File: src/rtl/obstacle_engine.sv
// rtl/obstacle_engine.sv - dino game-play core: obstacle slots, speed ramp, spawn spacing, play FSM, score
module obstacle_engine #(
   parameter int          NUM_OBS           = 3,
   parameter int          X_WIDTH           = 10,
   parameter int          SPAWN_X           = 640,
   parameter int          MIN_GAP           = 160,
   parameter int          SPEED_INIT        = 1,
   parameter int          SPEED_MAX         = 8,
   parameter int          SPEED_STEP_FRAMES = 600,
   parameter logic [15:0] LFSR_SEED         = 16'hACE1
) (
   input  logic                       clk,
   input  logic                       reset,
   input  logic                       frame_tick,
   input  logic                       start,
   input  logic                       collision,
   output logic [NUM_OBS*X_WIDTH-1:0] obs_x,
   output logic [NUM_OBS-1:0]         obs_active,
   output logic [3:0]                 speed,
   output logic [15:0]                score,
   output logic                       game_over,
   output logic [1:0]                 state
);

   localparam logic [1:0] ST_IDLE = 2'b00;
   localparam logic [1:0] ST_RUN  = 2'b01;
   localparam logic [1:0] ST_OVER = 2'b10;

   logic [1:0]                 r_state;
   logic                       r_game_over;
   logic [NUM_OBS*X_WIDTH-1:0] r_obs_x;
   logic [NUM_OBS-1:0]         r_active;
   logic [3:0]                 r_speed;
   logic [15:0]                r_score;
   logic [15:0]                r_gap;
   logic [15:0]                r_frame_cnt;
   logic [15:0]                r_lfsr;

   logic [1:0]                 w_state_next;
   logic                       w_game_over_next;
   logic                       w_enter_run;
   logic                       w_tick_run;
   logic                       w_gap_zero;
   logic                       w_spawn_found;
   logic [NUM_OBS*X_WIDTH-1:0] w_obs_x_next;
   logic [NUM_OBS-1:0]         w_active_next;
   logic [7:0]                 w_clear_cnt;
   logic [16:0]                w_score_sum;

   always_ff @(posedge clk) begin
      if (reset) begin
         r_state     <= ST_IDLE;
         r_game_over <= 1'b0;
      end else begin
         r_state     <= w_state_next;
         r_game_over <= w_game_over_next;
      end
   end

   always_comb begin
      w_state_next = r_state;
      case (r_state)
         ST_IDLE: if (start)     w_state_next = ST_RUN;
         ST_RUN:  if (collision) w_state_next = ST_OVER;
         ST_OVER: if (start)     w_state_next = ST_RUN;
         default:                w_state_next = ST_IDLE;
      endcase
   end

   always_comb begin
      w_game_over_next = (w_state_next == ST_OVER);
      w_enter_run      = (r_state != ST_RUN) && (w_state_next == ST_RUN);
      w_tick_run       = (r_state == ST_RUN) && frame_tick && !collision;
   end

   // Fibonacci LFSR, taps 16/14/13/11, free-running in every state
   always_ff @(posedge clk) begin
      if (reset) r_lfsr <= LFSR_SEED;
      else       r_lfsr <= {r_lfsr[14:0], r_lfsr[15] ^ r_lfsr[13] ^ r_lfsr[12] ^ r_lfsr[10]};
   end

   // Move/clear every active slot; the lowest slot inactive before the tick is the spawn candidate
   always_comb begin
      w_obs_x_next  = r_obs_x;
      w_active_next = r_active;
      w_clear_cnt   = 8'd0;
      w_spawn_found = 1'b0;
      w_gap_zero    = (r_gap == 16'd0);
      for (int i = 0; i < NUM_OBS; i++) begin
         if (r_active[i]) begin
            if (r_obs_x[i*X_WIDTH +: X_WIDTH] >= X_WIDTH'(r_speed)) begin
               w_obs_x_next[i*X_WIDTH +: X_WIDTH] = r_obs_x[i*X_WIDTH +: X_WIDTH] - X_WIDTH'(r_speed);
            end else begin
               w_active_next[i] = 1'b0;
               w_clear_cnt      = w_clear_cnt + 8'd1;
            end
         end else if (!w_spawn_found) begin
            w_spawn_found = 1'b1;
            if (w_gap_zero) begin
               w_obs_x_next[i*X_WIDTH +: X_WIDTH] = X_WIDTH'(SPAWN_X);
               w_active_next[i]                   = 1'b1;
            end
         end
      end
      w_score_sum = {1'b0, r_score} + 17'(w_clear_cnt);
   end

   always_ff @(posedge clk) begin
      if (reset) begin
         r_obs_x     <= '0;
         r_active    <= '0;
         r_speed     <= 4'(SPEED_INIT);
         r_score     <= 16'd0;
         r_gap       <= 16'd0;
         r_frame_cnt <= 16'd0;
      end else if (w_enter_run) begin
         r_active    <= '0;
         r_speed     <= 4'(SPEED_INIT);
         r_score     <= 16'd0;
         r_gap       <= 16'd0;
         r_frame_cnt <= 16'd0;
      end else if (w_tick_run) begin
         r_obs_x  <= w_obs_x_next;
         r_active <= w_active_next;
         r_score  <= w_score_sum[16] ? 16'hFFFF : w_score_sum[15:0];
         if (w_gap_zero && w_spawn_found)
            r_gap <= 16'(MIN_GAP) + {8'd0, r_lfsr[7:0]};
         else if (r_gap >= {12'd0, r_speed})
            r_gap <= r_gap - {12'd0, r_speed};
         else
            r_gap <= 16'd0;
         if (r_frame_cnt == 16'(SPEED_STEP_FRAMES - 1)) begin
            r_frame_cnt <= 16'd0;
            if (r_speed < 4'(SPEED_MAX)) r_speed <= r_speed + 4'd1;
         end else begin
            r_frame_cnt <= r_frame_cnt + 16'd1;
         end
      end
   end

   assign obs_x      = r_obs_x;
   assign obs_active = r_active;
   assign speed      = r_speed;
   assign score      = r_score;
   assign game_over  = r_game_over;
   assign state      = r_state;

endmodule

File: config.mk
export PLATFORM = sky130hd
export DESIGN_NAME = obstacle_engine
export DESIGN_NICKNAME = d
export VERILOG_FILES = /design/src/rtl/obstacle_engine.sv
export SDC_FILE = /design/constraint.sdc
export NUM_CORES = 1
export LEC_CHECK = 0
export ABC_CLOCK_PERIOD_IN_PS = 5300
export CORE_MARGIN = 1.5
export CORE_UTILIZATION = 55
export DETAILED_ROUTE_END_ITERATION = 8
export PLACE_DENSITY = 0.78
export SLEW_MARGIN = 30
export SYNTH_ARGS = -nofsm -noshare
export SYNTH_HDL_FRONTEND = slang
export SYNTH_SLANG_ARGS = --single-unit
File: constraint.sdc
create_clock -name clk -period 5.3 [get_ports clk]
set_input_delay 0.795 -clock clk [delete_from_list [all_inputs] [get_ports clk]]
set_output_delay 0.795 -clock clk [all_outputs]
set_load 0.01 [all_outputs]
==> impl_metrics.csv, run 1 <==
group,metric,value,unit
logic_synthesis,ys.flop_type,"dfxtp_1",
detailed_routing,met1Wirelength,5880,um
setup_path,arrival,4830,ps
worst_hold_path,min_to,"r_lfsr[15]$_SDFF_PP1_",
sta,hold_violations,0,
floorplan,io_pins,61,
floorplan,fp-row-count,35,
floorplan,start_util,57.5,%
logic_synthesis,synth_nets,651,
global_routing,grt_max_degree,49,
sta,tns,0,ps
clock_tree,cts_buffer_depth,2,
floorplan,fp.dieW,102,um
detailed_routing,vias,4730,
logic_synthesis,synth_cell_types,72,
power_and_ir_drop,total_leakage_power,2.35,nW
global_routing,grt_pass1_wl,21700,um
power_and_ir_drop,p_sw_share,24.3,%
power_and_ir_drop,cellPowerDensity,238,nW/um^2
setup_path,cp.required,5610,ps
worst_hold_path,holdCritStartpoint,"r_lfsr[14]$_SDFF_PP0_",
worst_hold_path,whs_path_depth,1,
logic_synthesis,synth_edf_count,0,
sta,setup_viol,0,
detailed_routing,route.detailed.drc,0,
detailed_routing,wirelength,13000,um
clock_tree,cts_tree,"built",
global_routing,antenna_found_initial,0,
global_routing,grt_use_total,26.2,%
power_and_ir_drop,total_power,0.00151,W
detailed_routing,drtIter0Drc,294,
detailed_routing,dr.pass1.iters,4,
run,max_cap_violations,0,
sta,grt_setup_unrepaired,"false",
final_layout,final_util,67.7,%
worst_hold_path,min_path_type,"flip-flop to flip-flop",
setup_path,r2r_end,"score[11]$_SDFFE_PP0P_",
clock_tree,post_cts_resized,0,
clock_tree,h-tree-depth,3,
placed_design,port_buffers,60,
logic_synthesis,ys_seq_area_share,38.7,%
logic_synthesis,synthCells,617,
power_and_ir_drop,power.internal,0.00114,W
sta,fin_crit,4520,ps
placed_design,place_congestion,0.901,
global_routing,grt_pass1_vias,4447,
sta,fin_ws,777,ps
power_and_ir_drop,pwr-share-clk,38.1,%
sta,fin_hold_ws,427,ps
global_routing,grt_remaining_overflow,0,
final_layout,final_nets,702,
clock_tree,root_buffer,"clkbuf_8",
clock_tree,postCtsHoldBufs,0,
floorplan,die_h,102,um
setup_path,path_class,"flip-flop to flip-flop",
setup_path,reg2reg_from,"speed[0]$_SDFFE_PP1P_",
logic_synthesis,syn_avg_cell_area,8.73,sq um
power_and_ir_drop,p_seq_share,53.7,%
run_status,status,"finished, final reports clean",
sta,worst_slew_pin_slew,868,ps
setup_path,cp_max_fo,9,
placed_design,dp_hpwl,9190,um
setup_path,ff2ff_path_depth,18,
final_layout,final_cell_mix,"104 x dfxtp_1, 65 x nor2_1, 60 x clkdlybuf4s50_1, 40 x nand2_1, 37 x a21oi_1",
detailed_routing,via_per_inst,5.90,
final_layout,antenna-diode-count,0,
detailed_routing,met3_length,897,um
detailed_routing,wl_per_cell,16.3,um
logic_synthesis,ys_ff_latch,104,
final_layout,areaGrowthSynthToFinish,17.8,%
clock_tree,clkTransAtPathRegs,110,ps
clock_tree,clock_latency,390,ps
sta,fmaxAchievable,221,MHz
setup_path,worstSetupEndpointType,"flip-flop",
logic_synthesis,yosysWarnings,0,
floorplan,core_area,9370,sq um
detailed_routing,postRouteAntennaNets,0,
clock_tree,cts_sinks,104,
clock_tree,cts_buffers,9,
sta,period_share,85.3,%
placed_design,pre_cts_slack,827,ps
floorplan,die_area,10400,sq um
power_and_ir_drop,irDropWorstVdd,0.000264,V
detailed_routing,top_layer,"met4",
power_and_ir_drop,power_frac_comb,8.2,%
sta,max_slew_margin,41.9,%
sta,slew_violations,0,
setup_path,setup.worst_path.start_class,"flip-flop",
detailed_routing,routed-wl-met2,6120,um
power_and_ir_drop,p_sw,0.000367,W
final_layout,final_layout_size_suffix_gt1_share,6.98,%
setup_path,ff2ff_setup_slack,780,ps
final_layout,final_common_cell,"dfxtp_1",
clock_tree,postCtsSetupBuffers,0,
logic_synthesis,synth_area,5390,sq um
logic_synthesis,async_reset_ff_share,0,%
sta,finalClockSkew,21.0,ps
[metal layers]
metal / global-route usage, % / up-vias
li1: - / 2329
met2: 43.0 / 155
met1: 34.9 / 2231
met5: 0 / -
met3: 6.22 / 15
met4: 7.06 / 0
[kinds of logic (layout without fill, tap and decap cells)]
logic type | after synthesis | after routing | share of synthesized area [%]
DFF | 104 | 104 | 38.7
buffers and inverters | 49 | 105 | 3.44
xor gates and xnor gates | 48 | 48 | 7.81
muxes | 6 | 6 | 1.16
and+or+nand+nor | 254 | 254 | 25.6
adders and majority gates | 29 | 29 | 7.44
AOI/OAI and AO/OA | 127 | 127 | 15.9
[power by group through the flow]
stage	clock network (W)	logic [W]	registers, W
3_5_place_dp	0	0.000122	0.000828
3_3_place_gp	0	0.000120	0.000827
6_report	0.000573	0.000124	0.000810
2_1_floorplan	0	0.0000844	0.000826
4_1_cts	0.000582	0.000123	0.000810
5_1_grt	0.000609	0.000137	0.000812
[worst max-delay path, stage by stage, from the launching register on]
cell and delay (ps):
dfxtp_1 550, ha_1 260, fa_1 220, nor2b_1 60, o21a_1 190, or2_2 300
nor3_1 210, ha_1 260, nand2_1 60, o31ai_1 120, ha_1 320, mux2_2 160
inv_1 60, fa_1 420, nor2b_1 180, o211a_1 250, and2_0 260, nand3_1 310
a31oi_1 260
[registers in the layout (all words and copies together), names as in the netlist]
name,cells
game_over,1
obs_active,3
obs_x,30
r_frame_cnt,16
r_gap,16
r_lfsr,16
score,16
speed,4
state,2
[Yosys cell counts, types with 11 or more instances]
master      n  area share (%)
a31oi_1    11             1.3
nor3_1     14             1.3
inv_1      23             1.6
o21ai_0    17             1.6
ha_1       24             5.6
clkbuf_1   23             1.6
a21oi_1    37             3.4
nand3_1    29             2.7
nor2_1     65             4.5
xor2_1     30             4.9
xnor2_1    18             2.9
dfxtp_1   104              39
nor2b_1    18             2.1
nand2_1    40             2.8
[area by class of cell]
cell class              count  area (sq um)
multi-input cells         464          3140
fillers                   794          3030
well taps                 129           161
flip-flops and latches    104          2080
inverters                  23          86.3
clock inverters             4          76.3
repair buffers             66           646
clock buffers              12           155
[through the flow]
step,std cells,area [sq um]
6_report,802,6340
5_1_grt,802,6340
4_1_cts,802,6340
3_5_place_dp,786,6110
3_3_place_gp,786,6110
2_1_floorplan,617,5390
[worst max path at each step]
stage / slack (ps) / start / end / cells after the start
floorplan: 1300 / speed[2]$_SDFFE_PP0P_ / score[11]$_SDFFE_PP0P_ / 18
global placement: 1020 / speed[0]$_SDFFE_PP1P_ / score[11]$_SDFFE_PP0P_ / 18
detailed placement: 830 / speed[0]$_SDFFE_PP1P_ / score[11]$_SDFFE_PP0P_ / 18
CTS: 800 / speed[0]$_SDFFE_PP1P_ / score[11]$_SDFFE_PP0P_ / 18
global route: 410 / speed[0]$_SDFFE_PP1P_ / score[11]$_SDFFE_PP0P_ / 18
finish: 780 / speed[0]$_SDFFE_PP1P_ / score[11]$_SDFFE_PP0P_ / 18
(Power assumes the default switching activity.)
==> run 2: changes to the inputs <==
--- a/config.mk
+++ b/config.mk
@@ -6,6 +6,7 @@
 export NUM_CORES = 1
 export LEC_CHECK = 0
 export ABC_CLOCK_PERIOD_IN_PS = 5300
+export CAP_MARGIN = 20
 export CORE_MARGIN = 1.5
 export CORE_UTILIZATION = 55
 export DETAILED_ROUTE_END_ITERATION = 8
==> results of run 2 <==
Same layout as run 1: the final DEF is identical, and so are final timing and power.
